==> src/rtl/syn_fifo_pkg.sv <==
// Shared defaults and helpers for the synchronous FIFO slice.
// Pointers carry one extra wrap bit above the address bits.
package syn_fifo_pkg;

  localparam int def_addr_size  = 3;
  localparam int def_word_width = 8;
  localparam int def_af_th      = 6;
  localparam int def_ae_th      = 2;
  localparam bit def_fwft       = 1'b0;

  function automatic int ptr_width(input int addr_size);
    return addr_size + 1;
  endfunction

endpackage

==> src/rtl/syn_fifo_mem.sv <==
// Simple dual-port register array: one synchronous write port, one async read port.
// Contents are deliberately not reset.
module syn_fifo_mem
  import syn_fifo_pkg::*;
#(
  parameter int addr_size  = def_addr_size,
  parameter int word_width = def_word_width
) (
  input  logic                  clk,
  input  logic                  we,
  input  logic [addr_size-1:0]  waddr,
  input  logic [word_width-1:0] wdata,
  input  logic [addr_size-1:0]  raddr,
  output logic [word_width-1:0] rdata
);

  logic [word_width-1:0] mem [2**addr_size];

  always_ff @(posedge clk) begin
    if (we) mem[waddr] <= wdata;
  end

  assign rdata = mem[raddr];

endmodule

==> src/rtl/syn_fifo_top.sv <==
// Synchronous FIFO with occupancy/threshold flags, sticky error flags, sync flush,
// and either registered-read or first-word-fall-through output.
module syn_fifo_top
  import syn_fifo_pkg::*;
#(
  parameter int addr_size  = def_addr_size,
  parameter int word_width = def_word_width,
  parameter int af_th      = def_af_th,
  parameter int ae_th      = def_ae_th,
  parameter bit fwft       = def_fwft
) (
  input  logic                  clk,
  input  logic                  reset,
  input  logic                  clr,
  input  logic                  wr,
  input  logic                  rd,
  input  logic [word_width-1:0] data_in,
  output logic [word_width-1:0] data_out,
  output logic                  full,
  output logic                  empty,
  output logic                  almost_full,
  output logic                  almost_empty,
  output logic [addr_size:0]    count,
  output logic                  overflow,
  output logic                  underflow
);

  localparam int depth = 2**addr_size;
  localparam int pw    = ptr_width(addr_size);

  if (af_th > depth || ae_th >= af_th) begin : g_bad_cfg
    $error("syn_fifo_top: thresholds must satisfy ae_th < af_th <= depth");
  end

  localparam logic [pw-1:0] af_lvl = af_th[pw-1:0];
  localparam logic [pw-1:0] ae_lvl = ae_th[pw-1:0];

  logic [pw-1:0]         wr_ptr;
  logic [pw-1:0]         rd_ptr;
  logic                  wr_acc;
  logic                  rd_acc;
  logic [word_width-1:0] mem_rdata;
  logic [word_width-1:0] dout_q;

  // Wrap bit distinguishes full from empty when the address bits match.
  assign empty        = (wr_ptr == rd_ptr);
  assign full         = (wr_ptr[pw-1] != rd_ptr[pw-1]) &&
                        (wr_ptr[pw-2:0] == rd_ptr[pw-2:0]);
  assign almost_full  = (count >= af_lvl);
  assign almost_empty = (count <= ae_lvl);

  // Flush outranks both requests, so neither memory nor pointers move on clr.
  assign wr_acc = wr & ~full & ~clr;
  assign rd_acc = rd & ~empty & ~clr;

  syn_fifo_mem #(
    .addr_size  (addr_size),
    .word_width (word_width)
  ) u_mem (
    .clk   (clk),
    .we    (wr_acc),
    .waddr (wr_ptr[pw-2:0]),
    .wdata (data_in),
    .raddr (rd_ptr[pw-2:0]),
    .rdata (mem_rdata)
  );

  always_ff @(posedge clk or posedge reset) begin
    if (reset) begin
      wr_ptr    <= '0;
      rd_ptr    <= '0;
      count     <= '0;
      overflow  <= 1'b0;
      underflow <= 1'b0;
    end else if (clr) begin
      wr_ptr    <= '0;
      rd_ptr    <= '0;
      count     <= '0;
      overflow  <= 1'b0;
      underflow <= 1'b0;
    end else begin
      if (wr_acc) wr_ptr <= wr_ptr + 1'b1;
      if (rd_acc) rd_ptr <= rd_ptr + 1'b1;
      case ({wr_acc, rd_acc})
        2'b10:   count <= count + 1'b1;
        2'b01:   count <= count - 1'b1;
        default: count <= count;
      endcase
      if (wr && full)  overflow  <= 1'b1;
      if (rd && empty) underflow <= 1'b1;
    end
  end

  if (fwft) begin : g_fwft
    // dout_q remembers what was last shown so the output holds once empty.
    always_ff @(posedge clk or posedge reset) begin
      if (reset) dout_q <= '0;
      else       dout_q <= data_out;
    end
    assign data_out = empty ? dout_q : mem_rdata;
  end else begin : g_reg
    always_ff @(posedge clk or posedge reset) begin
      if (reset)       dout_q <= '0;
      else if (rd_acc) dout_q <= mem_rdata;
    end
    assign data_out = dout_q;
  end

endmodule
==> config.mk <==
export PLATFORM = sky130hd
export DESIGN_NAME = syn_fifo_top
export DESIGN_NICKNAME = d
export VERILOG_FILES = /design/src/rtl/syn_fifo_pkg.sv /design/src/rtl/syn_fifo_mem.sv /design/src/rtl/syn_fifo_top.sv
export SDC_FILE = /design/constraint.sdc
export NUM_CORES = 1
export LEC_CHECK = 0
export CAP_MARGIN = 15
export CORE_MARGIN = 2
export CORE_UTILIZATION = 35
export CTS_CLUSTER_DIAMETER = 30
export DETAILED_ROUTE_END_ITERATION = 7
export GPL_ROUTABILITY_DRIVEN = 0
export PLACE_DENSITY_LB_ADDON = 0.2
export SLEW_MARGIN = 10
export SYNTH_ARGS = -nofsm -noshare
export SYNTH_HDL_FRONTEND = slang
export SYNTH_SLANG_ARGS = --single-unit
export TNS_END_PERCENT = 100
==> constraint.sdc <==
create_clock -name clk -period 2.5 [get_ports clk]
set_input_delay 0.375 -clock clk [delete_from_list [all_inputs] [get_ports clk]]
set_output_delay 0.375 -clock clk [all_outputs]
set_load 0.02 [all_outputs]
==> qor.yml <==
critPathSlowestCell: "dfrtp_2"
grt_pass1_wl_mm: 11.46
core.rowCount: 37
fill_cells: 910
cts_tree: "built"
clkPwrFrac_pct: 28.4
fmaxAchievable_mhz: 410.0
wl_mm: 7.349
yosys_warnings: 0
num_vias: 2055
insertion_delay_ns: 0.35
synth-edff-count: 64
die_width_um: 105.7
grt_overflow: 0
cts.sinks: 86
clockRootBuffer: "clkbuf_8"
fin_setup_tns_ns: 0
io-pin-count: 31
drt_pass1_iterations: 4
syn_inst: 221
yosys.area.top_type: "edfxtp_1"
synth_common_cells: "edfxtp_1 (64), dfrtp_1 (22), mux4_2 (16), nor2_1 (16), nand2_1 (11)"
grt_util_all_layers_pct: 13.98
critical_path_class: "reg -> reg"
clock-skew-final_ns: 0.008841
cts_buffer_depth: 2
antenna_found_initial: 0
clk_pin_slew_ns: 0.09
drive_gt1_share_pct: 26.67
status: "finished, final reports clean"
crit_path_end_kind: "flop"
seq_power_share_pct: 49.1
internal_power_mw: 2.494
multi_input_comb_area_um2: 1126
period_share_pct: 97.56
slowest_delay_ns: 0.45
period_needed_ns: 2.439
detail_route.iter0.violations: 92
place_hpwl_mm: 4.734
yosysMostFrequentCell: "edfxtp_1"
core_area_um2: 10180
synth_area_um2: 3618
dieHeight_um: 105.7
hold_class: "in -> async"
yosysSeqAreaShare_pct: 68.33
cp-start-kind: "flop"
crit_chain: "xor2_4, o41ai_4, or2_4, nor2_4, ha_4, a21oi_1, nand2_1, nor3_1, a31oi_1, mux2_1"
fin_util_pct: 44.39
numCtsBuffers: 9
drc: 0
drt.antenna.violating_nets: 0
maxCapViolCount: 0
die_area_um2: 11170
worst-path-max-fanout: 3
synth.distinct_cells: 34
post_drt_wl_per_cell_um: 17.46
required_ns: 2.73
syn_area_per_cell_um2: 16.37
htreeDepth: 3
synth-async-reset-ratio_pct: 25.58
start_util_pct: 35.53
p_switching_mw: 0.9793
nets: 298
num_antenna_cells: 0
grt_pass1_vias: 2079
synthDominantCellAreaShare_pct: 53.11
regArea_um2: 2475
slew_headroom_pct: 68.16
syn2layout_area_growth_pct: 24.93
p_comb_share_pct: 22.4
hold_slack_ns: 0.3724
hold_violations: 0
vias_per_cell: 4.881
port_buffers: 30
p_per_area_nw_per_um2: 768.2
leakage_nw: 1.620
crit_arrival_ns: 2.67
synth_nets: 239
sw_frac_of_total_pct: 28.20
worst_slew_pin_slew_ns: 0.4776
setup_violations: 0
grt_max_degree: 23
ir_worst_vdd_v: 0.0003366
synth_ff_type: "edfxtp_1"
maxSlewViolCount: 0
synth_area_leaders: "edfxtp_1 (53%), dfrtp_1 (15%), mux4_2 (10%)"
yosys_register_bits: 86
==> cells by family (layout without fill, tap and decap cells) <==
kind of cell             after synthesis  after routing  synth area share, %
adder cells (fa/ha/maj)                5              5                1.936
AO/OA/AOI/OAI                         24             24                4.426
flip-flops                            86             86                68.33
XOR/XNOR                              14             14                3.388
multiplexers                          27             27                13.04
buffers and inverters                 17             81                2.870
AND/OR/NAND/NOR                       48             48                6.017
==> flip-flops by register name, summed over array words and instances (netlist names) <==
signal,count
count,4
data_out,8
overflow,1
rd_ptr,4
u_mem.mem,64
underflow,1
wr_ptr,4
==> through the flow <==
step	power (mW)	instance area [µm²]	setup WS, ns	cells
floorplan	2.195	3666	-0.2037	221
global route	3.660	4521	-0.04443	421
CTS	3.516	4479	0.06652	420
detailed placement	2.527	4279	-0.03335	404
global placement	2.522	4279	0.02443	404
finish	3.473	4521	0.06105	421
==> layout make-up <==
| type | count | area share [%] |
|---|---|---|
| sequential | 86 | 54.75 |
| clock buffer | 9 | 2.740 |
| tap | 136 | 3.764 |
| multi-input combinational | 118 | 24.91 |
| clock inverter | 7 | 1.744 |
| inverter | 4 | 0.3321 |
| timing repair buffer | 61 | 11.76 |
==> metal layers <==
layer | global-route usage, % | share of wire [%] | vias to the layer above
li1 | - | - | 955
met1 | 19.19 | 47 | 1051
met2 | 21.71 | 48 | 38
met3 | 2.659 | 3.2 | 11
met4 | 6.203 | 1.6 | 0
met5 | 0 | 0 | -
==> worst max-delay path, delay by kind of cell (launching register included) <==
kind	cells	cell delay, ns
AOI/OAI and AO/OA	3	0.58
and+or+nand+nor	4	0.53
DFF	1	0.45
muxes	1	0.31
adders and majority gates	1	0.25
xor gates and xnor gates	1	0.20
==> placed cells by master, fill, tap and decap left out, types with 2 or more instances in the layout <==
cell / netlist / routed
edfxtp_1: 64 / 64
buf_4: 4 / 31
clkdlybuf4s50_1: 0 / 28
dfrtp_1: 22 / 20
mux4_2: 16 / 16
nor2_1: 16 / 15
nand2_1: 11 / 11
mux2i_1: 10 / 10
o21ai_0: 9 / 9
clkbuf_8: 0 / 9
nand3_1: 7 / 7
xor2_1: 10 / 7
a21oi_1: 7 / 7
nor3_1: 5 / 5
inv_1: 4 / 4
xnor2_1: 4 / 3
ha_1: 4 / 3
nand4_1: 2 / 2
xor2_2: 0 / 2
nand2b_1: 2 / 2
nor4_2: 0 / 2
inv_6: 0 / 2
clkinvlp_4: 0 / 2
dfrtp_2: 0 / 2
==> final timing paths <==
| kind | from | to | slack (ns) | cells past startpoint |
|---|---|---|---|---|
| min reg2reg | data_out[6] | data_out[6] | 0.48 | 2 |
| max in group asynchronous | reset | rd_ptr[1] | 1.85 | 3 |
| min | reset | data_out[2] | 0.37 | 3 |
| min in group clk | data_out[6] | data_out[6] | 0.48 | 2 |
| max | wr_ptr[1] | count[3] | 0.06 | 10 |
| max reg2reg | wr_ptr[1] | count[3] | 0.06 | 10 |
==> power by group through the flow <==
| stage | Clock, mW | Combinational, mW | Sequential [mW] |
|---|---|---|---|
| 2_1_floorplan | 0 | 0.370 | 1.82 |
| 3_3_place_gp | 0 | 0.782 | 1.74 |
| 3_5_place_dp | 0 | 0.788 | 1.74 |
| 4_1_cts | 1.02 | 0.786 | 1.71 |
| 5_1_grt | 1.08 | 0.855 | 1.72 |
| 6_report | 0.987 | 0.779 | 1.71 |
==> timing repair <==
item | in CTS | in global routing
cloned | 0 | 0
setup buffers | 0 | 1
hold buffers | 0 | 0
pin swaps | 0 | 0
endpoints found under the setup margin | 2 | 6
gates resized for setup | 2 | 7
Power figures use the tool's default switching activity.
